--- src/rtl/axis_subcarrier_mixer_if.sv ---
// Multi-lane AXI-Stream bundle. LANES parallel streams share one set of
// wires; lane i occupies slice i of tdata/tstrb and bit i of the scalars.
interface axis_subcarrier_mixer_if #(
    parameter int LANES       = 1,
    parameter int TDATA_WIDTH = 32
);
    logic [LANES*TDATA_WIDTH-1:0]   tdata;
    logic [LANES-1:0]               tvalid;
    logic [LANES-1:0]               tlast;
    logic [LANES*TDATA_WIDTH/8-1:0] tstrb;
    logic [LANES-1:0]               tready;

    modport master (output tdata, output tvalid, output tlast, output tstrb, input tready);
    modport slave  (input tdata, input tvalid, input tlast, input tstrb, output tready);
endinterface

--- src/rtl/axis_subcarrier_mixer.sv ---
// N-channel AXI-Stream mixer: joins one sample per enabled channel, applies
// a per-channel unsigned gain, sums with round-half-up and saturation, and
// buffers the result in a small FIFO toward the DAC path.
//
// Handshake semantics (both sides): a beat transfers on a rising edge where
// tvalid & tready are both high; a source never withdraws or changes a beat
// while tvalid is high and tready is low, and tready may depend on tvalid.
module axis_subcarrier_mixer #(
    parameter int NUM_CH       = 3,
    parameter int TDATA_WIDTH  = 32,
    parameter int SAMPLE_WIDTH = 16,
    parameter int GAIN_WIDTH   = 8,
    parameter int GAIN_FRAC    = 7,
    parameter int OUT_WIDTH    = 16,
    parameter int FIFO_DEPTH   = 4
) (
    input  logic                         s00_axis_aclk,
    input  logic                         s00_axis_areset,
    axis_subcarrier_mixer_if.slave       s00_axis,
    input  logic [NUM_CH-1:0]            ch_enable,
    input  logic [NUM_CH*GAIN_WIDTH-1:0] ch_gain,
    axis_subcarrier_mixer_if.master      m00_axis,
    output logic [15:0]                  sat_count
);
    localparam int PROD_W = SAMPLE_WIDTH + GAIN_WIDTH + 1;
    localparam int SUM_W  = PROD_W + $clog2(NUM_CH);
    localparam int PTR_W  = $clog2(FIFO_DEPTH);
    localparam int CNT_W  = PTR_W + 1;
    localparam int INF_W  = CNT_W + 1;

    localparam logic signed [SUM_W-1:0] OUT_MAX =
        {{(SUM_W-OUT_WIDTH+1){1'b0}}, {(OUT_WIDTH-1){1'b1}}};
    localparam logic signed [SUM_W-1:0] OUT_MIN =
        {{(SUM_W-OUT_WIDTH+1){1'b1}}, {(OUT_WIDTH-1){1'b0}}};
    localparam logic signed [SUM_W-1:0] ROUND_HALF = SUM_W'(2 ** (GAIN_FRAC - 1));

    logic clk;
    logic rst;
    assign clk = s00_axis_aclk;
    assign rst = s00_axis_areset;

    // Pipeline / FIFO state
    logic                      s1_valid;
    logic                      s1_last;
    logic signed [PROD_W-1:0]  s1_prod [NUM_CH];
    logic                      s2_valid;
    logic                      s2_last;
    logic [OUT_WIDTH-1:0]      s2_data;
    logic [15:0]               sat_q;
    logic [OUT_WIDTH:0]        fifo_mem [FIFO_DEPTH];
    logic [PTR_W-1:0]          wr_ptr;
    logic [PTR_W-1:0]          rd_ptr;
    logic [CNT_W-1:0]          fifo_count;

    // Combinational helpers
    logic [INF_W-1:0]          inflight;
    logic                      credit_ok;
    logic                      all_valid;
    logic                      fire;
    logic signed [PROD_W-1:0]  prod [NUM_CH];
    logic signed [SUM_W-1:0]   acc;
    logic signed [SUM_W-1:0]   shifted;
    logic                      clamp;
    logic [OUT_WIDTH-1:0]      sat_val;
    logic                      push;
    logic                      pop;
    logic [OUT_WIDTH:0]        head;

    // Credit-gated join: every enabled channel must be valid and the samples
    // already committed downstream must leave a free FIFO slot.
    always_comb begin
        inflight  = INF_W'(fifo_count) + INF_W'(s1_valid) + INF_W'(s2_valid);
        credit_ok = inflight < INF_W'(FIFO_DEPTH);
        all_valid = &(s00_axis.tvalid | ~ch_enable);
        fire      = !rst && credit_ok && (ch_enable != '0) && all_valid;
        s00_axis.tready = '0;
        for (int i = 0; i < NUM_CH; i++) begin
            s00_axis.tready[i] = rst ? 1'b0 : (ch_enable[i] ? fire : 1'b1);
        end
    end

    // Per-channel gain products; disabled channels contribute zero.
    always_comb begin
        for (int i = 0; i < NUM_CH; i++) begin
            prod[i] = '0;
            if (ch_enable[i]) begin
                prod[i] = PROD_W'($signed(s00_axis.tdata[i*TDATA_WIDTH +: SAMPLE_WIDTH]))
                        * PROD_W'($signed({1'b0, ch_gain[i*GAIN_WIDTH +: GAIN_WIDTH]}));
            end
        end
    end

    // Stage 1: capture products and channel-0 tlast on the fire edge.
    always_ff @(posedge clk) begin
        if (rst) begin
            s1_valid <= 1'b0;
            s1_last  <= 1'b0;
            for (int i = 0; i < NUM_CH; i++) s1_prod[i] <= '0;
        end else begin
            s1_valid <= fire;
            if (fire) begin
                s1_last <= s00_axis.tlast[0];
                for (int i = 0; i < NUM_CH; i++) s1_prod[i] <= prod[i];
            end
        end
    end

    // Sum, round half up, and clamp to the signed output range.
    always_comb begin
        acc = '0;
        for (int i = 0; i < NUM_CH; i++) acc = acc + SUM_W'(s1_prod[i]);
        shifted = (acc + ROUND_HALF) >>> GAIN_FRAC;
        clamp   = 1'b0;
        sat_val = shifted[OUT_WIDTH-1:0];
        if (shifted > OUT_MAX) begin
            clamp   = 1'b1;
            sat_val = OUT_MAX[OUT_WIDTH-1:0];
        end else if (shifted < OUT_MIN) begin
            clamp   = 1'b1;
            sat_val = OUT_MIN[OUT_WIDTH-1:0];
        end
    end

    // Stage 2: register the mixed sample and count clamps (sticky at max).
    always_ff @(posedge clk) begin
        if (rst) begin
            s2_valid <= 1'b0;
            s2_last  <= 1'b0;
            s2_data  <= '0;
            sat_q    <= '0;
        end else begin
            s2_valid <= s1_valid;
            if (s1_valid) begin
                s2_last <= s1_last;
                s2_data <= sat_val;
                if (clamp && sat_q != 16'hFFFF) sat_q <= sat_q + 16'd1;
            end
        end
    end

    assign push = s2_valid;
    assign pop  = (fifo_count != '0) && m00_axis.tready[0];
    assign head = fifo_mem[rd_ptr];

    // FIFO storage; credit accounting guarantees a free slot on every push.
    always_ff @(posedge clk) begin
        if (push) fifo_mem[wr_ptr] <= {s2_last, s2_data};
    end

    // FIFO pointers and occupancy; simultaneous push and pop are allowed.
    always_ff @(posedge clk) begin
        if (rst) begin
            wr_ptr     <= '0;
            rd_ptr     <= '0;
            fifo_count <= '0;
        end else begin
            if (push) wr_ptr <= wr_ptr + 1'b1;
            if (pop)  rd_ptr <= rd_ptr + 1'b1;
            fifo_count <= fifo_count + CNT_W'(push) - CNT_W'(pop);
        end
    end

    // Output side: head of FIFO, forced to zero while reset is held.
    always_comb begin
        m00_axis.tvalid = (!rst && fifo_count != '0);
        m00_axis.tlast  = m00_axis.tvalid ? head[OUT_WIDTH] : 1'b0;
        m00_axis.tdata  = m00_axis.tvalid ? TDATA_WIDTH'($signed(head[OUT_WIDTH-1:0])) : '0;
        m00_axis.tstrb  = '1;
        sat_count       = rst ? 16'h0000 : sat_q;
    end

    // Strobes, upper tdata bits and tlast of channels above 0 carry no meaning here.
    logic unused_inputs;
    assign unused_inputs = ^{s00_axis.tstrb, s00_axis.tdata, s00_axis.tlast};

endmodule

--- src/flat_wrapper.sv ---
// flat-port wrapper written by rule: the top's interface ports become plain ports
module axis_subcarrier_mixer_flat 
#(
    parameter int NUM_CH       = 3,
    parameter int TDATA_WIDTH  = 32,
    parameter int SAMPLE_WIDTH = 16,
    parameter int GAIN_WIDTH   = 8,
    parameter int GAIN_FRAC    = 7,
    parameter int OUT_WIDTH    = 16,
    parameter int FIFO_DEPTH   = 4
)
  (s00_axis_aclk, s00_axis_areset, ch_enable, ch_gain, sat_count, s00_axis_tdata, s00_axis_tvalid, s00_axis_tlast, s00_axis_tstrb, s00_axis_tready, m00_axis_tdata, m00_axis_tvalid, m00_axis_tlast, m00_axis_tstrb, m00_axis_tready);
  axis_subcarrier_mixer_if #(.LANES(3), .TDATA_WIDTH(TDATA_WIDTH)) s00_axis_i ();
  axis_subcarrier_mixer_if #(.LANES(1), .TDATA_WIDTH(TDATA_WIDTH)) m00_axis_i ();
  input  logic s00_axis_aclk;
  input  logic s00_axis_areset;
  input  logic [NUM_CH-1:0] ch_enable;
  input  logic [NUM_CH*GAIN_WIDTH-1:0] ch_gain;
  output logic [15:0] sat_count;
  input wire logic [$bits(s00_axis_i.tdata)-1:0] s00_axis_tdata;
  input wire logic [$bits(s00_axis_i.tvalid)-1:0] s00_axis_tvalid;
  input wire logic [$bits(s00_axis_i.tlast)-1:0] s00_axis_tlast;
  input wire logic [$bits(s00_axis_i.tstrb)-1:0] s00_axis_tstrb;
  output wire logic [$bits(s00_axis_i.tready)-1:0] s00_axis_tready;
  output wire logic [$bits(m00_axis_i.tdata)-1:0] m00_axis_tdata;
  output wire logic [$bits(m00_axis_i.tvalid)-1:0] m00_axis_tvalid;
  output wire logic [$bits(m00_axis_i.tlast)-1:0] m00_axis_tlast;
  output wire logic [$bits(m00_axis_i.tstrb)-1:0] m00_axis_tstrb;
  input wire logic [$bits(m00_axis_i.tready)-1:0] m00_axis_tready;
  assign s00_axis_i.tdata = s00_axis_tdata;
  assign s00_axis_i.tvalid = s00_axis_tvalid;
  assign s00_axis_i.tlast = s00_axis_tlast;
  assign s00_axis_i.tstrb = s00_axis_tstrb;
  assign s00_axis_tready = s00_axis_i.tready;
  assign m00_axis_tdata = m00_axis_i.tdata;
  assign m00_axis_tvalid = m00_axis_i.tvalid;
  assign m00_axis_tlast = m00_axis_i.tlast;
  assign m00_axis_tstrb = m00_axis_i.tstrb;
  assign m00_axis_i.tready = m00_axis_tready;
  axis_subcarrier_mixer #(.NUM_CH(NUM_CH), .TDATA_WIDTH(TDATA_WIDTH), .SAMPLE_WIDTH(SAMPLE_WIDTH), .GAIN_WIDTH(GAIN_WIDTH), .GAIN_FRAC(GAIN_FRAC), .OUT_WIDTH(OUT_WIDTH), .FIFO_DEPTH(FIFO_DEPTH)) u_core (.s00_axis_aclk(s00_axis_aclk), .s00_axis_areset(s00_axis_areset), .s00_axis(s00_axis_i), .ch_enable(ch_enable), .ch_gain(ch_gain), .m00_axis(m00_axis_i), .sat_count(sat_count));
endmodule
--- config.mk ---
export PLATFORM = sky130hd
export DESIGN_NAME = axis_subcarrier_mixer_flat
export DESIGN_NICKNAME = d
export VERILOG_FILES = /design/src/rtl/axis_subcarrier_mixer_if.sv /design/src/rtl/axis_subcarrier_mixer.sv /design/src/flat_wrapper.sv
export SDC_FILE = /design/constraint.sdc
export NUM_CORES = 1
export LEC_CHECK = 0
export CELL_PAD_IN_SITES_DETAIL_PLACEMENT = 2
export CELL_PAD_IN_SITES_GLOBAL_PLACEMENT = 2
export CORE_UTILIZATION = 35
export DETAILED_ROUTE_END_ITERATION = 16
export GPL_TIMING_DRIVEN = 0
export PLACE_DENSITY_LB_ADDON = 0.1
export RECOVER_POWER = 100
export SLEW_MARGIN = 25
export SYNTH_ARGS = -nofsm -noshare
export SYNTH_HDL_FRONTEND = slang
export SYNTH_SLANG_ARGS = --single-unit
export TNS_END_PERCENT = 100
--- constraint.sdc ---
create_clock -name s00_axis_aclk -period 5.62 [get_ports s00_axis_aclk]
set_input_delay 1.124 -clock s00_axis_aclk [delete_from_list [all_inputs] [get_ports s00_axis_aclk]]
set_output_delay 1.124 -clock s00_axis_aclk [all_outputs]
set_load 0.01 [all_outputs]
# Word-level counts from Yosys, hierarchy flattened
# Memories as Yosys holds them, arrays and structs flattened. A register that Yosys moved wholly into a read port is not among the register bits.
# Index checks and enable logic that the tools add are counted.
dict set report totals {
  word_cells 72
  inputBits 144
  mem_bits_rw 143
  out_inout_bits 57
  mem_count 2
  regBits 43
}
dict set report op_classes {
  mux 28
  n_mul 3
  eq_ne 1
  order_cmp 3
  n_reduce_logical 11
  addsub 10
  n_bitwise 5
}
# memory words width read_ports rd_ports_with_merged_regs write_ports line_no
set mem_list {}
lappend mem_list {u_core.s1_prod 3 25 3 0 3 axis_subcarrier_mixer.sv:45} ;# logic signed [PROD_W-1:0] s1_prod [NUM_CH];
lappend mem_list {u_core.fifo_mem 4 17 1 1 1 axis_subcarrier_mixer.sv:50} ;# logic [OUT_WIDTH:0] fifo_mem [FIFO_DEPTH];
# op count
set op_table {}
lappend op_table {{2-to-1 mux 25 bit} 6}
lappend op_table {{multiplier 16 x 9 -> 25 bit} 3}
lappend op_table {{2-to-1 mux 16 bit} 3}
lappend op_table {{2-to-1 mux 32 bit} 1}
lappend op_table {{adder 26 x 25 -> 27 bit} 1}
lappend op_table {{adder 27 x 8 -> 27 bit, second input constant} 1}
lappend op_table {{adder 25 x 25 -> 26 bit} 1}
lappend op_table {{> comparator 20 x 16 -> 1 bit, second input constant} 1}
lappend op_table {{< comparator 20 x 16 -> 1 bit, second input constant} 1}
lappend op_table {{adder 16 x 1 -> 16 bit, second input constant} 1}
lappend op_table {{2-to-1 mux 1 bit} 16}
lappend op_table {{!= test 16 bit, second input constant} 1}
lappend op_table {{logical AND 1 bit} 6}
lappend op_table {{nonzero test 3 bit} 2}
lappend op_table {{adder 2 x 1 -> 2 bit, second input constant} 2}
lappend op_table {{adder 3 x 1 -> 4 bit} 1}
lappend op_table {{adder 4 x 1 -> 4 bit} 1}
lappend op_table {{< comparator 4 x 3 -> 1 bit, second input constant} 1}
lappend op_table {{2-to-1 mux 2 bit} 2}
lappend op_table {{adder 3 x 1 -> 3 bit} 1}
lappend op_table {{inverter 3 bit} 1}
lappend op_table {{bitwise OR 1 bit} 3}
lappend op_table {{bitwise OR 3 bit} 1}
lappend op_table {{AND reduction 3 bit} 1}
lappend op_table {{other kinds (3)} 3}

# Logic depth before layout (Yosys ltp)
# Gate-level depths: netlist (run 1).
dict set report logic_depth {
  word_depth 10
  mapped_depth 22
  depth_no_buf 21
}

# Worst setup path before layout (run 1)
# Ideal clock, no wire load.
dict set report synth_timing {
  kind {in2reg}
  startpoint {input ch_gain[0]}
  endpoint {memory u_core.s1_prod[0][23] (netlist name) (data pin)}
  required_time_ns 5.354
  setup_time_ns 0.266
  t_arrival_ns 5.755
  cell_stages 20
  slack_ns -0.401
  path_buffers 1
  path_cell_list {clkbuf_1 -> nand2_1 -> fa_1 -> fa_1 -> inv_1 -> ha_1 -> inv_1 -> fa_1 -> inv_1 -> ha_1 -> a21o_1 -> a21o_1 -> a2111oi_0 -> nor3_1 -> or3_1 -> a31oi_1 -> o21ai_0 -> o31ai_1 -> xor2_1 -> nor2_1}
}
# item line_no
set synth_rtl {}
lappend synth_rtl {{from (decl)} flat_wrapper.sv:18} ;# input logic [NUM_CH*GAIN_WIDTH-1:0] ch_gain;
lappend synth_rtl {{to (decl)} axis_subcarrier_mixer.sv:45}

==> results by group, run 1 <==
Job
  • Max-Cap Viols: 0

Clock tree
  • Total number of clock tree sinks: 188
  • Clock tree root driver cell: sky130_fd_sc_hd__clkbuf_16
  • Worst-skew pair later-pin latency: 470 ps
  • Largest buffer count on any clock path: 2
  • TritonCTS clock tree: built
  • Clock transition at path regs: 80 ps
  • Inserted Clock Buffers: 17
  • CTS HTree Levels: 4

Logic synthesis
  • Synthesized area divided by synthesized cell count: 9.59 um2
  • Compound-gate portion of the synthesized area: 0.0688
  • Post-synthesis adder-cell area fraction: 0.390
  • Top_reg_cell synth: sky130_fd_sc_hd__edfxtp_1
  • Ys Warns: 0
  • Xor/xnor share of the synthesized area: 0.0297
  • Number of synthesized register bits: 188
  • Main combinational cell family by area after synthesis: adder cells
  • Multiplexer area fraction after synthesis: 0.0269
  • Portion of the post-synthesis area used by sequential elements: 0.220
  • Area of the mapped netlist: 0.0236 mm2
  • Cells after Synth: 2464
  • Share of async-settable or async-resettable flops after synthesis: 0
  • Post-synthesis simple-gate area fraction: 0.165
  • Number of enable flip-flop cells after synthesis: 143
  • Number of distinct library cells after synthesis: 67

Timing
  • Minimum clock period: 5570 ps
  • Sum Neg Setup Slack: 0 ps
  • Setup repair after global routing missed its margin: yes
  • Pins over their slew limit: 0
  • Final Setup Violations: 0
  • Part of the cycle the worst path needs: 0.990
  • Layout Skew: 20.1 ps
  • Number of hold-slack violations in the final timing report: 0
  • Tightest slew margin relative to the limit: 0.0145
  • Slew @ Worst Pin: 1480 ps
  • Achievable clock frequency: 180 MHz

Setup path
  • Worst setup startpoint: ch_gain[8]
  • Arrival time worst endpoint: 5740 ps
  • Critical Path Start Type: input port
  • Critical path endpoint category: flip-flop
  • Setup Crit Path Kind: input port to flip-flop
  • Worst EP required: 5790 ps
  • Reg2reg start: u_core.s1_prod[0][4]
  • Maximum fanout encountered on the critical timing path: 7

Power and ir drop
  • Power Density: 462 mW/mm2
  • Internal power contribution: 6430 uW
  • P_leak: 0.0132 uW
  • Total Power Consumption: 12900 uW
  • Portion of total power attributed to the clock network: 0.100
  • Switching share of power: 0.501
  • Fraction of power consumed by combinational cells: 0.761
  • Seq pwr share: 0.139
  • Worst IR Drop VDD: 262 uV
  • Switching pwr: 6470 uW

Drt
  • Average via count per standard cell: 4.92
  • Remaining DRCs: 0
  • WL/cell: 19.4 um
  • Number of detailed-route iterations in the first pass: 4
  • Detailed-route wire length: 68.7 mm
  • Final antenna-violating net count: 0
  • Via total after detailed routing: 17.5k
  • Initial DRC Count: 589

Final layout
  • Final-layout fill cell count: 7174
  • Layout Area Growth over Synthesis: 18.2%
  • Commonest non-fill, non-tap cells in the layout: sky130_fd_sc_hd__inv_1, sky130_fd_sc_hd__fa_1, sky130_fd_sc_hd__and2_1, sky130_fd_sc_hd__nand2_1, sky130_fd_sc_hd__ha_1
  • Leading cell type in the layout, fill and taps excluded: sky130_fd_sc_hd__inv_1
  • Layout cells sized above 1: 0.131
  • Nets: 3349

Global routing
  • Maximum number of pins on one net before global-route repair: 45
  • First-pass GRT wire length: 109 mm
  • Vias in the first global route: 20.1k
  • Grt total ovfl: 0
  • Global router's overall resource usage: 0.206
  • Antenna violations before repair: 2

Placement
  • Routability cong.: 0.863
  • DP HPWL: 55.9 mm
  • Count of input and output buffers: 134

Outcome
  • Run status: completed

Floorplan
  • # rows: 94
  • Num ports: 201
  • Die extent in x: 262 um
  • Effective utilization at floorplan: 0.356
  • Die extent in y: 262 um
  • Die Outline Area: 0.0685 mm2
  • Standard cell core area: 0.0663 mm2

Hold path
  • Tightest Hold Check Type: flip-flop to flip-flop
  • Critical hold path startpoint: u_core.s2_data[4]
## metal layers
metal  track usage  up-vias  wire length (um)  part of all wire
met5             0        -                 0                 0
met1         0.254     9100             29500              0.43
met4        0.0436        0              1190             0.017
li1              -     8146                 -                 -
met3        0.0192       57              1230             0.018
met2         0.388      161             36800              0.54
## what timing repair did
action / in CTS / in global routing
hold buffers: 0 / 0
resized for setup: 338 / 187
pin swaps: 45 / 78
endpoints found under the setup margin: 42 / 21
gates cloned: 0 / 1
hold endpoints to repair: 0 / 0
buffers inserted: 20 / 26
## power by group through the flow
stage          logic, uW  clock network, uW  registers [uW]
2_1_floorplan       6210                  0            1780
3_3_place_gp        8400                  0            1820
3_5_place_dp        8710                  0            1830
4_1_cts             9350               1320            1800
5_1_grt            10900               1360            1820
6_report            9810               1290            1800
## cell families after synthesis
logic type      after synthesis
flops                       188
simple gates                770
xor+xnor                     80
other cells                   1
mux                          39
compound gates              242
buf+inv                     606
fa+ha+maj                   538
## worst paths after layout
| path | end | slack, ps | cells after the start |
|---|---|---|---|
| setup / recovery | u_core.s1_prod[0][46] | 50 | 20 |
| hold / removal | u_core.fifo_mem[0][4] | 510 | 0 |
| setup reg to reg | u_core.s2_data[6] | 710 | 17 |
| hold reg to reg | u_core.fifo_mem[0][4] | 510 | 0 |
## sequential cells by signal (all words and copies together), names as in the netlist, named ones only
name               cells
u_core.push            1
u_core.s2_data        16
u_core.sat_q          16
u_core.rd_ptr          2
u_core.s2_last         1
u_core.fifo_count      3
u_core.s1_last         1
u_core.fifo_mem       68
u_core.s1_valid        1
u_core.wr_ptr          2
u_core.s1_prod        75
## critical path, cell delays in order
cell	delay [ps]
sky130_fd_sc_hd__buf_12	100
sky130_fd_sc_hd__clkbuf_16	150
sky130_fd_sc_hd__buf_4	120
sky130_fd_sc_hd__nand2_2	60
sky130_fd_sc_hd__fa_1	560
sky130_fd_sc_hd__inv_2	50
sky130_fd_sc_hd__fa_1	500
sky130_fd_sc_hd__inv_1	50
sky130_fd_sc_hd__fa_1	490
sky130_fd_sc_hd__inv_1	70
sky130_fd_sc_hd__fa_2	620
sky130_fd_sc_hd__ha_4	240
sky130_fd_sc_hd__a21o_1	190
sky130_fd_sc_hd__a21oi_2	130
sky130_fd_sc_hd__o2111ai_1	110
sky130_fd_sc_hd__and2_4	190
sky130_fd_sc_hd__a211o_1	280
sky130_fd_sc_hd__a21oi_1	180
sky130_fd_sc_hd__xor2_1	370
sky130_fd_sc_hd__nor2_2	140
## final cells by class
cell class	count	area (um2)	area share
Tap cell	864	1080	0.0387
Multi-Input combinational cell	1673	16800	0.601
Sequential cell	188	5190	0.186
Buffer	83	671	0.0240
Antenna cell	2	5.00	0.000179
Inverter	522	1960	0.0702
Timing Repair Buffer	182	1630	0.0583
Clock inverter	15	191	0.00686
Clock buffer	17	425	0.0152
## stage by stage
stage	area [um2]	util	instances	hold slack (ps)	setup slack (ps)
after floorplan	23700	-	2467	459	-10.3
after global placement	26100	0.394	3465	482	-2050
after detailed placement	26100	0.394	3466	499	-1710
after CTS	27400	0.413	3517	517	-43.7
after global routing	27900	0.421	3544	528	-61.5
final	27900	0.421	3546	511	53.4
## synth_stat cells (8+ instances only)
cell type                  count  share of area
sky130_fd_sc_hd__inv_1       522          0.083
sky130_fd_sc_hd__fa_1        331           0.28
sky130_fd_sc_hd__and2_1      251          0.066
sky130_fd_sc_hd__ha_1        207           0.11
sky130_fd_sc_hd__nand2_1     206          0.033
sky130_fd_sc_hd__edfxtp_1    143           0.18
sky130_fd_sc_hd__nor2_1      139          0.022
sky130_fd_sc_hd__a21oi_1      72          0.015
sky130_fd_sc_hd__clkbuf_1     55         0.0087
sky130_fd_sc_hd__xnor2_1      49          0.018
sky130_fd_sc_hd__dfxtp_1      45          0.038
sky130_fd_sc_hd__nor3_1       45         0.0095
sky130_fd_sc_hd__nor2b_1      44          0.012
sky130_fd_sc_hd__o21ai_0      37         0.0078
sky130_fd_sc_hd__xor2_1       31          0.011
sky130_fd_sc_hd__a21o_1       27         0.0086
sky130_fd_sc_hd__buf_4        22         0.0070
sky130_fd_sc_hd__and3_1       20         0.0053
sky130_fd_sc_hd__nand3_1      20         0.0042
sky130_fd_sc_hd__a211oi_1     17         0.0054
sky130_fd_sc_hd__mux4_2       17          0.016
sky130_fd_sc_hd__o22ai_1      14         0.0037
sky130_fd_sc_hd__mux2_1       13         0.0062
sky130_fd_sc_hd__nand2b_1     10         0.0026
sky130_fd_sc_hd__or2_2        10         0.0026
sky130_fd_sc_hd__a31oi_1       8         0.0021
No activity file was read; power rests on OpenSTA's default activity.
==> inputs of run 2 (changes only) <==
Settings changed: MAX_ROUTING_LAYER set to met4.
==> results by group, run 2 (synthesis results as in run 1) <==
Final layout
  • Commonest non-fill, non-tap cells in the layout: sky130_fd_sc_hd__inv_1, sky130_fd_sc_hd__fa_1, sky130_fd_sc_hd__and2_1, sky130_fd_sc_hd__nand2_1, sky130_fd_sc_hd__ha_1
  • Final-layout fill cell count: 7170
  • Leading cell type in the layout, fill and taps excluded: sky130_fd_sc_hd__inv_1
  • Final core utilization: 0.421
  • Leading registers by flop count: u_core.s1_prod x75, u_core.fifo_mem x68
  • Flip-flop count of the largest register after layout: 75
  • Nets: 3350
  • Layout cells sized above 1: 0.130
  • Final cell count without fillers: 3546
  • Largest reg by FF count: u_core.s1_prod
  • Layout Area Growth over Synthesis: 18.3%

Drt
  • Remaining DRCs: 0
  • Initial DRC Count: 560
  • Number of detailed-route iterations in the first pass: 5
  • Final antenna-violating net count: 0
  • Average via count per standard cell: 4.92
  • Via total after detailed routing: 17.5k
  • WL/cell: 19.4 um
  • Detailed-route wire length: 68.8 mm

Floorplan
  • Die extent in x: 262 um
  • Standard cell core area: 0.0663 mm2
  • Die Outline Area: 0.0685 mm2
  • # rows: 94
  • Die extent in y: 262 um
  • Num ports: 201
  • Effective utilization at floorplan: 0.356

Setup path
  • Reg2reg start: u_core.s1_prod[0][7]
  • Critical Path Start Type: input port
  • Arrival time worst endpoint: 5730 ps
  • Setup Crit Path Kind: input port to flip-flop
  • Worst EP required: 5790 ps
  • Reg-to-reg setup timing slack: 730 ps
  • Maximum fanout encountered on the critical timing path: 7
  • Critical path endpoint category: flip-flop
  • Worst setup startpoint: ch_gain[8]

Timing
  • Number of hold-slack violations in the final timing report: 0
  • Layout Skew: 20.2 ps
  • Part of the cycle the worst path needs: 0.990
  • Slew @ Worst Pin: 1470 ps
  • Pins over their slew limit: 0
  • Tightest slew margin relative to the limit: 0.0197
  • Achievable clock frequency: 180 MHz
  • Final Setup Violations: 0
  • Setup repair after global routing missed its margin: yes
  • Minimum clock period: 5560 ps

Placement
  • Routability cong.: 0.877
  • Count of input and output buffers: 134
  • Count of placed standard cells including taps: 3466
  • DP HPWL: 55.9 mm

Clock tree
  • Worst-skew pair later-pin latency: 460 ps
  • Clock transition at path regs: 80 ps
  • Total number of clock tree sinks: 188
  • TritonCTS clock tree: built
  • CTS HTree Levels: 4
  • Largest buffer count on any clock path: 2
  • Inserted Clock Buffers: 17
  • Post-cts hold buffer count: 0
  • Clock tree root driver cell: sky130_fd_sc_hd__clkbuf_16

Power and ir drop
  • Worst IR Drop VDD: 263 uV
  • Power Density: 462 mW/mm2
  • Total Power Consumption: 12900 uW
  • P_leak: 0.0132 uW

Hold path
  • Tightest Hold Check Type: flip-flop to flip-flop
  • Critical hold path startpoint: u_core.s2_data[4]

Global routing
  • Vias in the first global route: 20.0k
  • First-pass GRT wire length: 109 mm
  • Grt total ovfl: 0
  • Maximum number of pins on one net before global-route repair: 45
  • Antenna violations before repair: 2
  • Global router's overall resource usage: 0.213

Outcome
  • Run status: completed

Job
  • Max-Cap Viols: 0
[run 2: cell types whose count changed in the layout (fill, tap and decap cells not counted), moves of 2 or more]
| cell | delta |
|---|---|
| sky130_fd_sc_hd__buf_2 | -2 |
| sky130_fd_sc_hd__clkbuf_2 | -2 |
| sky130_fd_sc_hd__clkbuf_4 | +2 |
| sky130_fd_sc_hd__clkdlybuf4s15_1 | +2 |
| sky130_fd_sc_hd__nand2_1 | +2 |
[run 2: per-stage QoR]
step	setup slack [ps]	setup TNS, ps	hold slack (ps)	area (um2)
floorplan	-10.3	-10.3	459	23700
global placement	-2050	-48440	482	26100
detailed placement	-1710	-51270	499	26100
CTS	-43.7	-64.3	517	27400
global route	-62.9	-421	528	27900
finish	56.6	0	510	28000
[run 2: metal layers]
layer,share of wire,track usage,vias to the layer above
met5,0,-,-
met4,0.016,0.0446,0
met3,0.016,0.0186,58
met2,0.54,0.388,151
met1,0.43,0.253,9105
li1,-,-,8148
[run 2: timing repair]
action                                  4_1_cts  5_1_grt
pin swaps                                    45       77
setup buffers                                20       27
cloned                                        0        1
resized for setup                           338      188
endpoints found under the setup margin       42       21
[run 2: power breakdown]
group	switching, uW	internal, uW	total [uW]
registers	104	1700	1800
logic	5710	4120	9830
clock network	664	620	1280
total	6470	6440	12900
[run 2: worst paths after layout]
path,endpoint,cells after the start
worst max-delay path,u_core.s1_prod[0][46],20
worst min-delay path,u_core.fifo_mem[0][4],0
worst max register to register,u_core.sat_q[12],16
worst min register to register,u_core.fifo_mem[0][4],0
[run 2: layout make-up]
| cell class | count | area, um2 | share of cell area |
|---|---|---|---|
| repair buffers | 183 | 1650 | 0.0590 |
| inverters | 522 | 1960 | 0.0701 |
| well taps | 864 | 1080 | 0.0387 |
| flip-flops and latches | 188 | 5190 | 0.186 |
| clock buffers | 17 | 425 | 0.0152 |
| multi-input cells | 1673 | 16800 | 0.600 |
| clock inverters | 15 | 191 | 0.00685 |
| plain buffers | 83 | 671 | 0.0240 |
| diodes | 1 | 2.50 | 0.0000895 |
[run 2: worst max-delay path, stage by stage]
cell                        delay, ps
sky130_fd_sc_hd__buf_12           100
sky130_fd_sc_hd__clkbuf_16        150
sky130_fd_sc_hd__buf_4            120
sky130_fd_sc_hd__nand2_2           60
sky130_fd_sc_hd__fa_1             560
sky130_fd_sc_hd__inv_2             50
sky130_fd_sc_hd__fa_1             500
sky130_fd_sc_hd__inv_1             50
sky130_fd_sc_hd__fa_1             490
sky130_fd_sc_hd__inv_1             70
sky130_fd_sc_hd__fa_2             620
sky130_fd_sc_hd__ha_4             240
sky130_fd_sc_hd__a21o_1           190
sky130_fd_sc_hd__a21oi_2          130
sky130_fd_sc_hd__o2111ai_1        110
sky130_fd_sc_hd__and2_4           190
sky130_fd_sc_hd__a211o_1          280
sky130_fd_sc_hd__a21oi_1          180
sky130_fd_sc_hd__xor2_1           360
sky130_fd_sc_hd__nor2_2           140
==> inputs of run 3 (changes only) <==
Settings changed: ABC_CLOCK_PERIOD_IN_PS set to 5620, CORE_MARGIN set to 2, PLACE_DENSITY set to 0.79, PLACE_DENSITY_LB_ADDON 0.1 to not set.
==> results by group, run 3 (synthesis results as in run 1) <==
Outcome
  • Run status: completed

Drt
  • Via total after detailed routing: 18.0k
  • Detailed-route wire length: 74.9 mm
  • Initial DRC Count: 720
  • Final antenna-violating net count: 0
  • WL/cell: 21.0 um
  • Number of detailed-route iterations in the first pass: 5
  • Remaining DRCs: 0
  • Average via count per standard cell: 5.05

Final layout
  • Leading registers by flop count: u_core.s1_prod x75, u_core.fifo_mem x68
  • Flip-flop count of the largest register after layout: 75
  • Layout cells sized above 1: 0.124
  • Largest reg by FF count: u_core.s1_prod
  • Commonest non-fill, non-tap cells in the layout: sky130_fd_sc_hd__inv_1, sky130_fd_sc_hd__fa_1, sky130_fd_sc_hd__and2_1, sky130_fd_sc_hd__nand2_1, sky130_fd_sc_hd__ha_1
  • Antenna cell count: 0
  • Leading cell type in the layout, fill and taps excluded: sky130_fd_sc_hd__inv_1
  • Layout Area Growth over Synthesis: 17.8%
  • Nets: 3355
  • Final cell count without fillers: 3559
  • Final-layout fill cell count: 7196

Placement
  • DP HPWL: 58.6 mm
  • Dpl ws: -1730 ps
  • Routability cong.: 0.860
  • Count of input and output buffers: 134
  • Count of placed standard cells including taps: 3475

Timing
  • Part of the cycle the worst path needs: 0.994
  • Worst Hold Margin: 526 ps
  • Final Setup Violations: 0
  • Sum Neg Setup Slack: 0 ps
  • Number of hold-slack violations in the final timing report: 0
  • Layout Skew: 17.2 ps
  • Achievable clock frequency: 179 MHz
  • Pins over their slew limit: 0
  • Setup repair after global routing missed its margin: yes
  • Tightest slew margin relative to the limit: 0.0701
  • Setup WS post-layout: 34.3 ps
  • Slew @ Worst Pin: 1390 ps
  • Minimum clock period: 5590 ps

Clock tree
  • CTS HTree Levels: 4
  • Inserted Clock Buffers: 17
  • Clock transition at path regs: 80 ps
  • Clock tree root driver cell: sky130_fd_sc_hd__clkbuf_16
  • Worst-skew pair later-pin latency: 470 ps
  • Total number of clock tree sinks: 188
  • Post-cts hold buffer count: 0
  • TritonCTS clock tree: built
  • Largest buffer count on any clock path: 2

Hold path
  • Critical hold path startpoint: u_core.s2_data[6]
  • Hold endpoint: u_core.fifo_mem[1][6]
  • Tightest Hold Check Type: flip-flop to flip-flop
  • Worst hold path cell count: 0

Power and ir drop
  • Switching share of power: 0.501
  • Worst IR Drop VDD: 265 uV
  • Seq pwr share: 0.139
  • Switching pwr: 6520 uW
  • Power Density: 468 mW/mm2
  • Fraction of power consumed by combinational cells: 0.761
  • P_leak: 0.0131 uW
  • Internal power contribution: 6500 uW
  • Portion of total power attributed to the clock network: 0.100

Setup path
  • Setup Crit Path Kind: input port to flip-flop
  • R2R cell count: 14
  • Top Family by Delay on Critical Path: adder cells
  • Highest-delay cell along the critical path: sky130_fd_sc_hd__fa_1
  • Reg-to-reg setup timing slack: 650 ps
  • Critical path endpoint category: flip-flop
  • Worst EP required: 5830 ps
  • CP Cell Sequence: clkbuf_4 > buf_8 > and2_1 > fa_1 > fa_1 > inv_1 > fa_1 > inv_1 > fa_1 > ha_4 > or2_4 > o22ai_4 > nor3_2 > or3_4 > a31oi_4 > o21ai_2 > o31ai_2 > xor2_1 > nor2_1
  • Number of buffer and inverter instances along the worst setup path: 4
  • Maximum fanout encountered on the critical timing path: 10
  • Critical register-to-register path endpoint: u_core.sat_q[8]
  • Reg2reg start: u_core.s1_prod[0][46]
  • Worst stage delay on the critical path: 520 ps
  • Critical Path Start Type: input port
  • Arrival time worst endpoint: 5800 ps
  • CP dominant cell by count: sky130_fd_sc_hd__fa_1

Global routing
  • Met3 demand-to-capacity share in global routing: 0.0169
  • First-pass GRT wire length: 116 mm
  • Grt total ovfl: 0
  • Global router's overall resource usage: 0.217
  • Vias in the first global route: 21.1k
  • Met2 usage in global routing: 0.415
  • Most crowded layer after global routing: met2
  • GR Util met1: 0.245
  • Antenna violations before repair: 1
  • Maximum number of pins on one net before global-route repair: 41

Floorplan
  • Effective utilization at floorplan: 0.352
  • Num ports: 201
  • Die Outline Area: 0.0696 mm2
  • # rows: 95
  • Standard cell core area: 0.0670 mm2
  • Die extent in y: 264 um
  • Die extent in x: 264 um

Job
  • Max-Cap Viols: 0
## run 3: worst max path at each step
stage,startpoint,end,cells past startpoint
6_report,ch_gain[3],u_core.s1_prod[0][23],19
5_1_grt,ch_gain[3],u_core.s1_prod[0][23],19
4_1_cts,ch_gain[14],u_core.s1_prod[0][49],18
3_5_place_dp,ch_gain[10],u_core.s1_prod[0][49],21
3_3_place_gp,ch_gain[16],u_core.s1_prod[0][74],21
2_1_floorplan,ch_gain[2],u_core.s1_prod[0][23],20
## run 3: layout make-up
cell class,count,area [um2],share of cell area
clock inverter,15,195,0.00701
multi-input combinational,1673,16600,0.597
inverter,522,1960,0.0704
tap,873,1090,0.0393
sequential,188,5190,0.187
buffer,83,684,0.0246
timing repair buffer,188,1670,0.0600
clock buffer,17,425,0.0153
## run 3: layer usage
layer  part of all wire  vias up
met2               0.56      269
met3              0.020      109
met5                  0        -
met4              0.022        0
met1               0.40     9423
li1                   -     8173
## run 3: repair_timing
item                       4_1_cts  5_1_grt
setup buffers                   16       37
resized for setup              304      211
gates cloned                     0        0
pin swaps                       32       86
setup endpoints to repair       44       24
## run 3: stage by stage
stage	utilization	power, uW	area [um2]
CTS	0.407	12300	27300
finish	0.415	13000	27800
global route	0.415	14200	27800
floorplan	-	7990	23700
global placement	0.390	9900	26100
detailed placement	0.390	10600	26200
## run 3: power groups by stage
| stage | sequential (uW) | clock [uW] | combinational [uW] |
|---|---|---|---|
| 2_1_floorplan | 1780 | 0 | 6210 |
| 3_3_place_gp | 1820 | 0 | 8080 |
| 3_5_place_dp | 1840 | 0 | 8710 |
| 4_1_cts | 1820 | 1320 | 9180 |
| 5_1_grt | 1830 | 1370 | 11000 |
| 6_report | 1810 | 1300 | 9900 |
